--- src/rtl/instruction_encoder_loader_pkg.sv ---
// Shared instruction-format codes, field bit positions and loader FSM states.
// Used by the encoder/loader and kept in step with instruction_decoder.
package instruction_encoder_loader_pkg;

  localparam logic [1:0] FMT_R   = 2'd0;
  localparam logic [1:0] FMT_I   = 2'd1;
  localparam logic [1:0] FMT_J   = 2'd2;
  localparam logic [1:0] FMT_BAD = 2'd3;

  localparam int OPCODE_LSB = 26;
  localparam int RS_LSB     = 21;
  localparam int RT_LSB     = 16;
  localparam int RD_LSB     = 11;
  localparam int SHAMT_LSB  = 6;
  localparam int FUNCT_LSB  = 0;
  localparam int IMM_LSB    = 0;
  localparam int JADDR_LSB  = 0;

  typedef enum logic [1:0] {
    ST_IDLE,
    ST_PEND,
    ST_FULL
  } ld_state_e;

endpackage

--- src/rtl/instruction_encoder_loader_instr_pack.sv ---
// Purely combinational MIPS field packer: fields + format -> 32-bit word and a legal flag.
// Zero latency, no flow control; fields not used by the selected format are ignored.
module instr_pack
  import instruction_encoder_loader_pkg::*;
(
  input  logic [1:0]  fmt_i,
  input  logic [5:0]  opcode_i,
  input  logic [4:0]  rs_i,
  input  logic [4:0]  rt_i,
  input  logic [4:0]  rd_i,
  input  logic [4:0]  shamt_i,
  input  logic [5:0]  funct_i,
  input  logic [15:0] immediate_i,
  input  logic [25:0] address_i,
  output logic [31:0] word_o,
  output logic        legal_o
);

  always_comb begin
    word_o  = '0;
    legal_o = 1'b1;
    case (fmt_i)
      FMT_R: begin
        word_o[OPCODE_LSB +: 6] = opcode_i;
        word_o[RS_LSB     +: 5] = rs_i;
        word_o[RT_LSB     +: 5] = rt_i;
        word_o[RD_LSB     +: 5] = rd_i;
        word_o[SHAMT_LSB  +: 5] = shamt_i;
        word_o[FUNCT_LSB  +: 6] = funct_i;
      end
      FMT_I: begin
        word_o[OPCODE_LSB +: 6]  = opcode_i;
        word_o[RS_LSB     +: 5]  = rs_i;
        word_o[RT_LSB     +: 5]  = rt_i;
        word_o[IMM_LSB    +: 16] = immediate_i;
      end
      FMT_J: begin
        word_o[OPCODE_LSB +: 6]  = opcode_i;
        word_o[JADDR_LSB  +: 26] = address_i;
      end
      default: legal_o = 1'b0;
    endcase
  end

endmodule

--- src/rtl/instruction_encoder_loader.sv ---
// Packs instruction fields and streams them to sequential word addresses; accept->mem_valid is 1 cycle.
// One-entry output register: in_ready drops while the pending word is stalled or the region is full.
module instruction_encoder_loader
  import instruction_encoder_loader_pkg::*;
#(
  parameter int ADDR_W    = 8,
  parameter int DEPTH     = 256,
  parameter int BASE_ADDR = 0
) (
  input  logic              clk,
  input  logic              reset,
  input  logic              rewind,
  input  logic              in_valid,
  output logic              in_ready,
  input  logic [1:0]        fmt,
  input  logic [5:0]        opcode,
  input  logic [4:0]        rs,
  input  logic [4:0]        rt,
  input  logic [4:0]        rd,
  input  logic [4:0]        shamt,
  input  logic [5:0]        funct,
  input  logic [15:0]       immediate,
  input  logic [25:0]       address,
  output logic              mem_valid,
  input  logic              mem_ready,
  output logic [ADDR_W-1:0] mem_addr,
  output logic [31:0]       mem_wdata,
  output logic [ADDR_W:0]   count,
  output logic              full,
  output logic              fmt_err
);

  localparam logic [ADDR_W:0]   DEPTH_C  = (ADDR_W+1)'(DEPTH);
  localparam logic [ADDR_W:0]   CNT_ONE  = (ADDR_W+1)'(1);
  localparam logic [ADDR_W-1:0] BASE_C   = ADDR_W'(BASE_ADDR);
  localparam logic [ADDR_W-1:0] ADDR_ONE = ADDR_W'(1);

  ld_state_e         state_q;
  logic [ADDR_W-1:0] addr_q;
  logic [31:0]       wdata_q;
  logic [ADDR_W:0]   count_q;
  logic              err_q;

  logic [31:0] pack_word;
  logic        pack_legal;
  logic        accept;
  logic        load;
  logic        wr_done;
  logic        last_wr;

  instr_pack u_pack (
    .fmt_i       (fmt),
    .opcode_i    (opcode),
    .rs_i        (rs),
    .rt_i        (rt),
    .rd_i        (rd),
    .shamt_i     (shamt),
    .funct_i     (funct),
    .immediate_i (immediate),
    .address_i   (address),
    .word_o      (pack_word),
    .legal_o     (pack_legal)
  );

  assign mem_valid = (state_q == ST_PEND);
  assign mem_addr  = addr_q;
  assign mem_wdata = wdata_q;
  assign count     = count_q;
  assign fmt_err   = err_q;
  assign full      = (count_q + {{ADDR_W{1'b0}}, mem_valid}) == DEPTH_C;
  assign in_ready  = !full && (!mem_valid || mem_ready);

  // A rewind cycle discards both handshakes, even if the ports show them asserted.
  assign accept  = in_valid && in_ready && !rewind;
  assign load    = accept && pack_legal;
  assign wr_done = mem_valid && mem_ready && !rewind;
  assign last_wr = wr_done && ((count_q + CNT_ONE) == DEPTH_C);

  always_ff @(posedge clk) begin
    if (reset) begin
      state_q <= ST_IDLE;
      addr_q  <= BASE_C;
      wdata_q <= '0;
      count_q <= '0;
      err_q   <= 1'b0;
    end else if (rewind) begin
      state_q <= ST_IDLE;
      addr_q  <= BASE_C;
      count_q <= '0;
      err_q   <= 1'b0;
    end else begin
      if (accept && !pack_legal) err_q <= 1'b1;
      if (load) wdata_q <= pack_word;
      if (wr_done) begin
        count_q <= count_q + CNT_ONE;
        // Hold the last address once the region is exhausted rather than wrapping.
        if (!last_wr) addr_q <= addr_q + ADDR_ONE;
      end
      case (state_q)
        ST_IDLE: if (load) state_q <= ST_PEND;
        ST_PEND: begin
          if (last_wr)                state_q <= ST_FULL;
          else if (wr_done && !load)  state_q <= ST_IDLE;
        end
        default: state_q <= ST_FULL;
      endcase
    end
  end

endmodule

--- config.mk ---
export PLATFORM = sky130hd
export DESIGN_NAME = instruction_encoder_loader
export DESIGN_NICKNAME = d
export VERILOG_FILES = /design/src/rtl/instruction_encoder_loader_pkg.sv /design/src/rtl/instruction_encoder_loader_instr_pack.sv /design/src/rtl/instruction_encoder_loader.sv
export SDC_FILE = /design/constraint.sdc
export NUM_CORES = 1
export LEC_CHECK = 0
export BUFFER_PORTS_ARGS = -buffer_cell sky130_fd_sc_hd__buf_2
export CAP_MARGIN = 5
export CORE_MARGIN = 2
export CORE_UTILIZATION = 43
export DETAILED_ROUTE_END_ITERATION = 10
export GPL_ROUTABILITY_DRIVEN = 0
export HOLD_SLACK_MARGIN = 0.15
export PLACE_DENSITY_LB_ADDON = 0.15
export SLEW_MARGIN = 20
export SYNTH_ARGS = -nofsm -noshare
export SYNTH_HDL_FRONTEND = slang
export SYNTH_SLANG_ARGS = --single-unit
--- constraint.sdc ---
create_clock -name clk -period 2.7 [get_ports clk]
set_input_delay 0.54 -clock clk [delete_from_list [all_inputs] [get_ports clk]]
set_output_delay 0.54 -clock clk [all_outputs]
set_load 0.005 [all_outputs]
==> impl_metrics.sql <==
INSERT INTO impl_metrics (metric_group, metric, value, unit) VALUES
('synthesis', 'ys_seq_area_share', '34.2', '%'),
('timing', 'timing.final.ws_setup', '-0.142', 'ns'),
('global_route', 'number_of_global_route_vias_before_repair', '2814', ''),
('die', 'dieHeight', '88.1', 'um'),
('finish', 'synthToLayoutAreaGrowth', '29.4', '%'),
('routing', 'antenna_left', '0', ''),
('worst_setup_path', 'cp_slowest_cell', 'dfxtp_2', ''),
('worst_setup_path', 'timing.critical_path.arrival', '2.30', 'ns'),
('finish', 'drive_gt1_share', '44.7', '%'),
('worst_setup_path', 'timing.critical_path.to_type', 'output port', ''),
('synthesis', 'fraction_of_registers_with_async_set_reset', '0', '%'),
('routing', 'first_pass_iters', '4', ''),
('finish', 'insertedDiodeCount', '0', ''),
('placed_design', 'port-buffer-count', '133', ''),
('clocking', 'cts_tree', 'yes', ''),
('timing', 'timing.final.hold_violations', '0', ''),
('placed_design', 'hpwlAfterDp', '5810', 'um'),
('die', 'die-area', '0.00776', 'sq mm'),
('global_route', 'grt_antenna_before_repair', '0', ''),
('clocking', 'clk_root_buffer_cell', 'clkbuf_8', ''),
('power', 'vdd_drop_max', '0.215', 'mV'),
('synthesis', 'avgSynthCellArea', '8.79', 'sq um'),
('outcome', 'failed_checks', 'negative setup slack', ''),
('clocking', 'clock_latency', '0.30', 'ns'),
('global_route', 'grt_max_degree', '35', ''),
('worst_setup_path', 'crit_path_cell_trace', 'and2b_2 > ha_4 > ha_4 > xor2_1 > or3_1 > a211o_1 > nor2_2 > nor2b_1 > buf_2', ''),
('global_route', 'grt_pass1_wl', '13000', 'um'),
('worst_setup_path', 'crit-reg2reg-launch', 'state_q[1]$_SDFFE_PP0P_', ''),
('die', 'pin_count', '134', ''),
('synthesis', 'synth_flop_cell', 'dfxtp_1', ''),
('synthesis', 'synth-warning-count', '0', ''),
('worst_setup_path', 'r2r_cells', '11', ''),
('routing', 'drt_iter0_markers', '103', ''),
('synthesis', 'post-synth-top-area-fraction', '34.2', '%'),
('timing', 'worst_clock_skew', '0.00491', 'ns'),
('power', 'power.leakage', '0.00173', 'uW'),
('worst_setup_path', 'worstReg2RegEnd', 'mem_wdata[9]$_SDFFE_PP0P_', ''),
('timing', 'post-route-period-util', '105', '%'),
('finish', 'stdcell_count', '566', ''),
('run', 'maxCapViolations', '0', ''),
('synthesis', 'netlist_top_cells_count', 'dfxtp_1 (52), a21oi_1 (47), nor2_1 (34)', ''),
('worst_setup_path', 'setup.worst_path.class', 'reg -> out', ''),
('global_route', 'grt.overflow.total', '0', ''),
('worst_setup_path', 'ff2ff_setup_slack', '0.10', 'ns'),
('worst_hold_path', 'hold_crit_path_type', 'reg -> reg', ''),
('synthesis', 'synth_enable_flop_cells', '0', ''),
('timing', 'timing_max_transition_violations_final', '0', ''),
('timing', 'timing.final.crit_period', '2.84', 'ns'),
('worst_setup_path', 'cp_common_cell', 'ha_4', ''),
('routing', 'route.vias.total', '3005', ''),
('timing', 'setup_violations', '2', ''),
('synthesis', 'post-synth-top-count-cell', 'dfxtp_1', ''),
('die', 'coreArea', '0.00683', 'sq mm'),
('clocking', 'cts_sinks', '52', ''),
('clocking', 'cts_buffers', '5', ''),
('worst_hold_path', 'whs_path_depth', '2', ''),
('die', 'die_x', '88.1', 'um'),
('global_route', 'global_route.usage.total', '20.9', '%'),
('synthesis', 'synth.lib_cells_used.distinct', '50', ''),
('timing', 'max_slew_margin', '55.6', '%'),
('power', 'power_dens_cells', '420', 'mW/mm^2'),
('synthesis', 'synth.largest_area_cell', 'dfxtp_1', ''),
('die', 'floorplan.initialDensity', '44.5', '%'),
('outcome', 'result_of_the_run', 'finished with violations', ''),
('placed_design', 'placed_cells_incl_taps', '555', ''),
('synthesis', 'post_synth_design_cell_area', '0.00304', 'sq mm'),
('synthesis', 'synth_top_cells_by_area', 'dfxtp_1 (34%), a211oi_2 (8.2%), a21oi_1 (7.7%)', ''),
('synthesis', 'synth_cells', '346', ''),
('clocking', 'cts-htree-levels', '2', ''),
('clocking', 'clock_tree.buffer_depth', '2', ''),
('worst_setup_path', 'critical_path.max_fanout', '3', '');
==> area by class of cell <==
| cell class | count | area (sq um) |
|---|---|---|
| repair buffers | 145 | 781 |
| clock inverters | 2 | 35.0 |
| well taps | 96 | 120 |
| clock buffers | 6 | 72.6 |
| fillers | 687 | 2900 |
| multi-input cells | 260 | 1870 |
| flip-flops and latches | 52 | 1040 |
| inverters | 5 | 18.8 |
==> where the power goes <==
part	internal (uW)	switching, uW	total (uW)
Combinational	145	165	310
Clock	275	253	528
Sequential	797	18.0	815
Total	1220	436	1650
==> registers in the layout (all words and copies together) (netlist names) <==
signal	flops
state_q	2
fmt_err	1
mem_wdata	32
count	9
mem_addr	8
==> how the worst max path moves through the flow <==
stage                     cells after the start                     from  slack (ns)                         end
after floorplan                              11  state_q[1]$_SDFFE_PP0P_        0.12  mem_wdata[13]$_SDFFE_PP0P_
after global placement                        9  state_q[1]$_SDFFE_PP0P_        0.09                    in_ready
after detailed placement                      9  state_q[1]$_SDFFE_PP0P_        0.03                    in_ready
final                                         9  state_q[1]$_SDFFE_PP0P_       -0.14                    in_ready
after CTS                                     9  state_q[1]$_SDFFE_PP0P_       -0.11                    in_ready
after global routing                          9  state_q[1]$_SDFFE_PP0P_       -0.21                    in_ready
==> metrics by stage <==
step | util, % | instance area, sq um | hold slack [ns] | worst slack (ns) | total power (uW)
floorplan | - | 3040 | 0.434 | 0.117 | 1020
global placement | 55.1 | 3760 | 0.446 | 0.0893 | 1140
detailed placement | 55.1 | 3760 | 0.451 | 0.0257 | 1140
CTS | 57.3 | 3910 | 0.464 | -0.112 | 1670
global route | 57.6 | 3940 | 0.475 | -0.212 | 1730
finish | 57.6 | 3940 | 0.468 | -0.142 | 1650
==> cell families (layout without fill, tap and decap cells) <==
kind of cell,count (synthesis),in the layout,share of synthesized area [%]
AOI/OAI and AO/OA,126,126,31.9
and+or+nand+nor,99,99,16.3
DFF,52,52,34.2
buffers and inverters,34,158,6.17
muxes,16,16,5.27
xor gates and xnor gates,14,14,4.03
adders and majority gates,5,5,2.06
==> layout by cell type, fill, tap and decap left out, types with 4 or more instances in the layout <==
cell      Yosys  routed
buf_2         3     133
dfxtp_1      52      51
a21oi_1      47      45
nor2_1       34      33
a21oi_2      20      21
a211oi_2     20      20
mux2i_1      16      16
nand3_1      14      14
nor2b_1      14      13
nand2_1      13      13
buf_4         1      10
o21ai_0       9       9
xnor2_1       7       7
xor2_1        7       7
a211oi_1      7       7
inv_1         5       5
clkbuf_8      0       5
nand4_1       4       4
a211o_1       4       4
==> routing by layer <==
layer / part of all wire [%] / up-vias / GRT usage (%)
li1: - / 1499 / -
met1: 43 / 1407 / 25.7
met2: 49 / 89 / 36.8
met3: 6.1 / 10 / 4.52
met4: 1.4 / 0 / 6.06
met5: 0 / - / 0
==> worst max-delay path: cells and delay by family, from the launching register on <==
kind | cells | cell delay (ns)
adder cells (fa/ha/maj) | 2 | 0.34
buffers and inverters | 1 | 0.13
AO/OA/AOI/OAI | 1 | 0.27
flip-flops | 1 | 0.34
AND/OR/NAND/NOR | 4 | 0.80
XOR/XNOR | 1 | 0.13
==> timing repair <==
| action | CTS | global route |
|---|---|---|
| setup endpoints to repair | 2 | 8 |
| buffers inserted | 2 | 1 |
| pin swaps | 2 | 2 |
| hold endpoints to repair | 0 | 0 |
| gates resized for setup | 5 | 3 |
Power figures use the tool's default switching activity.
